--- src/rtl/read_cycle_pkg.sv ---
// rtl/read_cycle_pkg.sv - state encodings, default timings and strobe decode for the RTC bus cycle controllers
package read_cycle_pkg;

  typedef enum logic [2:0] {
    ST_IDLE   = 3'd0,
    ST_ADDR   = 3'd1,
    ST_ALATCH = 3'd2,
    ST_TURN   = 3'd3,
    ST_READ   = 3'd4,
    ST_RECOV  = 3'd5,
    ST_DONE   = 3'd6
  } rc_state_e;

  localparam int DEF_T_AS  = 4;
  localparam int DEF_T_AH  = 2;
  localparam int DEF_T_RD  = 8;
  localparam int DEF_T_REC = 6;

  // Returns {AD,CS,RD,WR,ad_mux,TS,read_end}; the unused encoding 7 decodes as idle.
  function automatic logic [6:0] strobe_decode(input logic [2:0] st);
    logic [6:0] s;
    case (st)
      3'd0:    s = 7'b1111000;
      3'd1:    s = 7'b0111000;
      3'd2:    s = 7'b1111000;
      3'd3:    s = 7'b1111110;
      3'd4:    s = 7'b1001110;
      3'd5:    s = 7'b1111110;
      3'd6:    s = 7'b1111001;
      default: s = 7'b1111000;
    endcase
    return s;
  endfunction

endpackage

--- src/rtl/wait_timer.sv ---
// rtl/wait_timer.sv - 4-bit loadable down-counter that flags when it reaches zero
module wait_timer (
  input  logic       clk,
  input  logic       rst,
  input  logic       load,
  input  logic [3:0] load_val,
  output logic       expired
);

  logic [3:0] cnt;

  // Saturates at zero so idle states leave the flag asserted harmlessly.
  always_ff @(posedge clk) begin
    if (rst) begin
      cnt <= 4'd0;
    end else if (load) begin
      cnt <= load_val;
    end else if (cnt != 4'd0) begin
      cnt <= cnt - 4'd1;
    end
  end

  assign expired = (cnt == 4'd0);

endmodule

--- src/rtl/read_cycle.sv ---
// rtl/read_cycle.sv - multiplexed-bus RTC read cycle sequencer with registered Moore strobes
module read_cycle
  import read_cycle_pkg::*;
#(
  parameter int T_AS  = DEF_T_AS,
  parameter int T_AH  = DEF_T_AH,
  parameter int T_RD  = DEF_T_RD,
  parameter int T_REC = DEF_T_REC
) (
  input  logic       clk,
  input  logic       rst,
  input  logic       in,
  input  logic [7:0] data_in,
  output logic       AD,
  output logic       CS,
  output logic       RD,
  output logic       WR,
  output logic       TS,
  output logic       ad_mux,
  output logic       read_end,
  output logic [2:0] state,
  output logic [7:0] data_out
);

  rc_state_e  state_q;
  rc_state_e  state_d;
  logic [6:0] strobe_q;
  logic       tmr_load;
  logic [3:0] tmr_val;
  logic       tmr_end;

  wait_timer u_timer (
    .clk      (clk),
    .rst      (rst),
    .load     (tmr_load),
    .load_val (tmr_val),
    .expired  (tmr_end)
  );

  // The timer is loaded with duration-1 on the edge that enters each timed state.
  always_comb begin
    state_d  = state_q;
    tmr_load = 1'b0;
    tmr_val  = 4'd0;
    case (state_q)
      ST_IDLE: begin
        if (in) begin
          state_d  = ST_ADDR;
          tmr_load = 1'b1;
          tmr_val  = 4'(T_AS - 1);
        end
      end
      ST_ADDR: begin
        if (tmr_end) begin
          state_d  = ST_ALATCH;
          tmr_load = 1'b1;
          tmr_val  = 4'(T_AH - 1);
        end
      end
      ST_ALATCH: begin
        if (tmr_end) state_d = ST_TURN;
      end
      ST_TURN: begin
        state_d  = ST_READ;
        tmr_load = 1'b1;
        tmr_val  = 4'(T_RD - 1);
      end
      ST_READ: begin
        if (tmr_end) begin
          state_d  = ST_RECOV;
          tmr_load = 1'b1;
          tmr_val  = 4'(T_REC - 1);
        end
      end
      ST_RECOV: begin
        if (tmr_end) state_d = ST_DONE;
      end
      ST_DONE: state_d = ST_IDLE;
      default: state_d = ST_IDLE;
    endcase
  end

  // Strobes are decoded from the next state so they change together with the state register.
  always_ff @(posedge clk) begin
    if (rst) begin
      state_q  <= ST_IDLE;
      strobe_q <= strobe_decode(ST_IDLE);
      data_out <= 8'h00;
    end else begin
      state_q  <= state_d;
      strobe_q <= strobe_decode(state_d);
      if (state_q == ST_READ && tmr_end) data_out <= data_in;
    end
  end

  assign {AD, CS, RD, WR, ad_mux, TS, read_end} = strobe_q;
  assign state = state_q;

endmodule
--- config.mk ---
export PLATFORM = sky130hd
export DESIGN_NAME = read_cycle
export DESIGN_NICKNAME = d
export VERILOG_FILES = /design/src/rtl/read_cycle_pkg.sv /design/src/rtl/wait_timer.sv /design/src/rtl/read_cycle.sv
export SDC_FILE = /design/constraint.sdc
export NUM_CORES = 1
export LEC_CHECK = 0
export ABC_AREA = 1
export BUFFER_PORTS_ARGS = -buffer_cell sky130_fd_sc_hd__buf_2
export CAP_MARGIN = 20
export CELL_PAD_IN_SITES_DETAIL_PLACEMENT = 1
export CELL_PAD_IN_SITES_GLOBAL_PLACEMENT = 2
export CORE_ASPECT_RATIO = 0.7
export CORE_UTILIZATION = 28
export CTS_BUF_LIST = sky130_fd_sc_hd__clkbuf_8
export DETAILED_ROUTE_END_ITERATION = 10
export PLACE_DENSITY_LB_ADDON = 0.1
export SYNTH_ARGS = -nofsm -noshare
export SYNTH_HDL_FRONTEND = slang
export SYNTH_SLANG_ARGS = --single-unit
--- constraint.sdc ---
create_clock -name clk -period 2.2 [get_ports clk]
set_clock_uncertainty 0.2 [all_clocks]
set_input_delay 0.11 -clock clk [delete_from_list [all_inputs] [get_ports clk]]
set_output_delay 0.11 -clock clk [all_outputs]
set_load 0.02 [all_outputs]
Word-level counts from Yosys, hierarchy flattened. Index checks and enable logic that the tools add are counted.

Bits in registers: 22. Output and inout bits: 18. Logic and storage cells: 38.

Mux-type cells: 16. Equality and inequality tests: 10. Add/subtract/negate cells: 1. Reduce and logical (&&, ||, !) cells: 7.

Operators with widths (number): $pmux W7 S4 (1); $mux W3 (6); $pmux W3 S6 (1); $eq A3 B3 Y1 const B (5); $pmux W3 S4 (1); $eq A3 B2 Y1 const B (3); $mux W4 (2); $eq A3 B1 Y1 const B (2); $logic_not A4 Y1 (1); $reduce_bool A4 Y1 (1); $reduce_or A2 Y1 (2); $sub A4 B1 Y4 const B (1); $logic_not A3 Y1 (1); $mux W1 (3); $pmux W1 S3 (1); $mux W2 (1); $reduce_bool A2 Y1 (1); $logic_and A1 B1 Y1 (1).

Longest topological paths before layout.
Depth in word-level cells: 6. Depth in mapped cells: 9.

By module. A second synthesis with hierarchy kept.

Cells, all modules: 128. Area total of the unflattened synthesis: 905.9 µm².

By module, submodules not included: read_cycle (area each 658.1 µm², sequential area each 300.3 µm², instances 1, cells each 88); wait_timer (area each 247.7 µm², sequential area each 80.1 µm², instances 1, cells each 40).

Worst setup path after synthesis. OpenSTA, ideal clock, no wires.

Path type: register -> register. From: reg u_timer.cnt[0]. To: reg u_timer.cnt[1]. Clock period less this slack: 1.497 ns. Buffers on the path: 1. Cell stages (with the launch flop): 10. Slack: 0.703 ns. Arrival time: 1.177 ns. Cells stage by stage: dfxtp_1 > inv_1 > ha_1 > nand2_4 > nor2_4 > buf_6 > nor2_4 > nand3_2 > nand2_1 > nor2_1.

Word-level cells in the longest chain between the ends: 4.

RTL lines: start, declared (RTL line wait_timer.sv:10) `logic [3:0] cnt;`; start signal, assigned (RTL line wait_timer.sv:17) `cnt <= load_val;`; start signal, assigned (RTL line wait_timer.sv:19) `cnt <= cnt - 4'd1;`; parallel branches: the longest is 4 deep, another holds $sub A4 B1 Y4.

Parallel ways; which one is timed is not known. The select of a mux whose other input is x is not followed. A chain may end at the register's enable or synchronous reset.

Final worst setup path.
From: reg u_timer.cnt[0]. To: reg strobe_q[6].

Word-level cells in the longest chain between the ends: 6.

RTL lines: $logic_not A4 Y1 * (RTL line wait_timer.sv:23) `assign expired = (cnt == 4'd0);`; $mux W3, on equally long branches; $pmux W3 S6 * (RTL line read_cycle.sv:45) `case (state_q)`; $eq A3 B3 Y1 / $eq A3 B2 Y1 (equally long branches) (RTL line read_cycle_pkg.sv:22) `case (st)`; $reduce_or A2 Y1 (no line); $pmux W7 S4 * (RTL line read_cycle_pkg.sv:22); end signal, assigned (RTL line read_cycle.sv:87) `strobe_q <= strobe_decode(ST_IDLE);`; end signal, assigned (RTL line read_cycle.sv:91) `strobe_q <= strobe_decode(state_d);`; end, declared (RTL line read_cycle.sv:27) `logic [6:0] strobe_q;`.

Every way passes the cells marked *; elsewhere a longest branch is shown, timed or not.

==> run summary <==
Setup repair after global routing left no endpoint under its margin. Internal power comes to 792 uW. The number of global-route vias before repair came to 800. For this run, the leading register cell type out of synthesis is sky130_fd_sc_hd__dfxtp_1.

The filler cells instantiated in the layout total 364. The number of flops mapped to enable cells by yosys is 0. The run finished with clean final reports. Per report_power, the clock group accounts for 17.0% of the total.

After synthesis, the largest area contributor takes up 43.1% of total cell area. In this run, synthesis produced a sequential element count of 19. The number of levels in the clock H-tree came out at 1. The detailed-route vias per instance is 4.46. After synthesis, the largest family of logic cells by area is simple AND/OR/NAND/NOR gates. The portion of synthesized area spent on multiplexers is 0%. The core area came out at 2900 sq um. The number of instances in the placed design came out at 173. The die is 49.0 um tall.

The power density over the cells came out at roughly 1200 nW/um^2. The synthesized-area fraction occupied by adder cells is 1.42%. Gates resized during post-CTS repair numbered 0. The initial antenna violation count came out at 0.

In this run the clock root is driven by a sky130_fd_sc_hd__clkbuf_8. The sequential cell fraction of total power came out at around a third. The worst flop-to-flop path startpoint is u_timer.cnt[0]. Setup slack closes at 0.399 ns. The first global-routing pass estimated 3730 um of wire. The hold buffer count at CTS is 9. The total global routing overflow came out at 0. The count of vias placed by the detailed router is 830. The post-synthesis cell count is 115.

The startpoint of the most critical hold path is in. The top-level I/O count is 29. By area the synthesized netlist is led by sky130_fd_sc_hd__dfxtp_1, sky130_fd_sc_hd__nor2_1, sky130_fd_sc_hd__nand2_1, sky130_fd_sc_hd__o21ai_0, sky130_fd_sc_hd__inv_1. STA classifies the critical path startpoint as a register. The ratio of cells with drive above 1 in the final layout came out at 29.3%.

The count of buffers added by post-CTS timing repair for setup came out at 0. The clock tree from TritonCTS is done. CTS saw 19 sinks. Global routing consumed, over all layers together, 13.7% of the routing resources. The number of buffers created by CTS came out at 3. The fraction of power spent switching nets is approximately 44%. The routed wire length is 2110 um. The compound-cell area share of the yosys netlist came out at 9.77%. The timing startpoint of the critical path is u_timer.cnt[0]. The setup path with the least slack is of type reg -> reg. The number of diodes added for antenna fixing is 0.

In the final design database the tool counted 163 nets. The maximum fanout count along the critical path is 11. The share of power burned in combinational logic is roughly 50%. The final-report max-slew violation count is 0. Hold timing on the final database bottoms out at a slack of 0.218 ns. Timing would allow up to 0.555 GHz. The number of hold-slack violations in the final timing report came out at 0.

The number of input and output port buffers inserted came out at 27. The data arrival time at the worst-slack endpoint is 1.74 ns. The number of iterations in the first detailed-routing pass came out at 4. The maximum number of pins on one net before global-route repair is 13.

The worst IR drop on VDD came out at 0.460 mV. The part of the Yosys area used for sequential elements came out at a little over two fifths. The post-synthesis to final-layout area growth came out at 31.4%. The total leakage power is 0.000581 uW. The cell area after synthesis came out at around 880 sq um. The total die area came out at 3390 sq um.

The number of warnings reported in the yosys synthesis log is 0. The setup TNS after final layout came out at 0 ns. The remaining routing DRC violations came out at 0. For this configuration, the core starts out at a cell density of 30.4%. The number of standard-cell rows in the floorplan came out at 16. The number of setup violations in the final report came out at 0. The clock-pin transition on the worst setup and hold timing paths is about 0.07 ns.

The mean cell area of the mapped netlist is 7.68 sq um. The routed length per placed instance came out at roughly 11 um. Once layout is complete, the cells apart from fillers number 186. By count the netlist is led by sky130_fd_sc_hd__nor2_1, sky130_fd_sc_hd__dfxtp_1, sky130_fd_sc_hd__nand2_1, sky130_fd_sc_hd__inv_1, sky130_fd_sc_hd__o21ai_0. The first-iteration detailed-routing DRC count is 23. The synthesized-area fraction occupied by and/or/nand/nor cells came out at 33.4%. The routed design could run at a clock period as short as 1.80 ns.

Of all flip-flops after synthesis, the portion carrying an async set or reset was 0%. The critical path required time came out at approximately 2.1 ns. At the end of the flow the core is filled with cells to 40.0%. The net load switching power came out at 626 uW. The number of nets in the synthesized netlist came out at 127. In the post-synthesis netlist, the cell with the most instances is sky130_fd_sc_hd__nor2_1. The cell accounting for the most synthesized area is sky130_fd_sc_hd__dfxtp_1. The insertion delay of the later-clocked pin in the worst-skew pair is ~0.25 ns. In the finished design, the share of the clock period the worst path needs comes to between 80% and 90%. The die width is 69.1 um.

The final weighted congestion of routability-driven global placement came out at 0.724. The setup slack after placement is 0.374 ns. The count of different cell masters after synthesis is 27. The maximum count of clock buffers along a single path is 2.

The xor/xnor share of the synthesized area is 1.98%. The post-detailed-route count of antenna-violating nets is 0. The worst hold path belongs to the class in -> reg. STA classifies the critical path endpoint as a register. The max-capacitance violation count came out at 0.
layout make-up:
cell class / instances / area (sq um) / share of cell area (%)
clock buffers: 3 / 41.3 / 3.56
flip-flops and latches: 19 / 380 / 32.8
inverters: 13 / 48.8 / 4.20
repair buffers: 36 / 225 / 19.4
clock inverters: 1 / 5.00 / 0.431
well taps: 36 / 45.0 / 3.88
multi-input cells: 78 / 415 / 35.8
routing by layer:
layer | vias up | share of wire [%] | global-route usage (%)
met5 | - | 0 | 0
met4 | 0 | 0.62 | 3.06
met3 | 2 | 4.2 | 4.75
met2 | 18 | 41 | 19.9
met1 | 379 | 54 | 19.2
li1 | 431 | - | -
per-stage QoR:
stage | power [uW] | cell area [sq um]
floorplan | 1030 | 883
CTS | 1440 | 1160
finish | 1420 | 1160
global placement | 1170 | 1020
global route | 1540 | 1160
detailed placement | 1170 | 1020
cell usage in the layout (no fill, tap or decap), drive strengths merged, types with 3 or more instances in the layout:
cell,instances
buf,27
o21ai,9
dlygate4sd3,9
nor2,29
dfxtp,19
inv,13
nand3,8
clkbuf,3
nand2,16
a21oi,4
flip-flops by register name, summed over array words and instances (netlist names):
| signal | cells |
|---|---|
| state | 3 |
| data_out | 8 |
| u_timer.cnt | 4 |
| strobe_q | 4 |
critical path: stages (launching register included):
cell and delay [ns]:
sky130_fd_sc_hd__dfxtp_1 0.30, sky130_fd_sc_hd__inv_1 0.11, sky130_fd_sc_hd__ha_1 0.31, sky130_fd_sc_hd__nand2_4 0.13
sky130_fd_sc_hd__nor2_4 0.26, sky130_fd_sc_hd__nor2_1 0.13, sky130_fd_sc_hd__a21oi_2 0.15, sky130_fd_sc_hd__nand3b_1 0.09
path summary, 6_finish.rpt:
| kind | endpoint | slack (ns) | depth (start not counted) |
|---|---|---|---|
| setup / recovery | strobe_q[6] | 0.40 | 7 |
| hold / removal | state[0] | 0.22 | 5 |
| setup reg to reg | strobe_q[6] | 0.40 | 7 |
| hold reg to reg | data_out[0] | 0.31 | 2 |
power by group through the flow:
stage	clock network, uW	registers [uW]	logic (uW)
finish	242	479	697
detailed placement	0	486	688
floorplan	0	524	504
global placement	0	486	688
CTS	255	480	707
global route	275	487	782
logic make-up after synthesis:
family / after synthesis
flip-flops: 19
other: 1
adder cells (fa/ha/maj): 1
XOR/XNOR: 2
AO/OA/AOI/OAI: 15
AND/OR/NAND/NOR: 59
buffers and inverters: 18
Power figures use the tool's default switching activity.
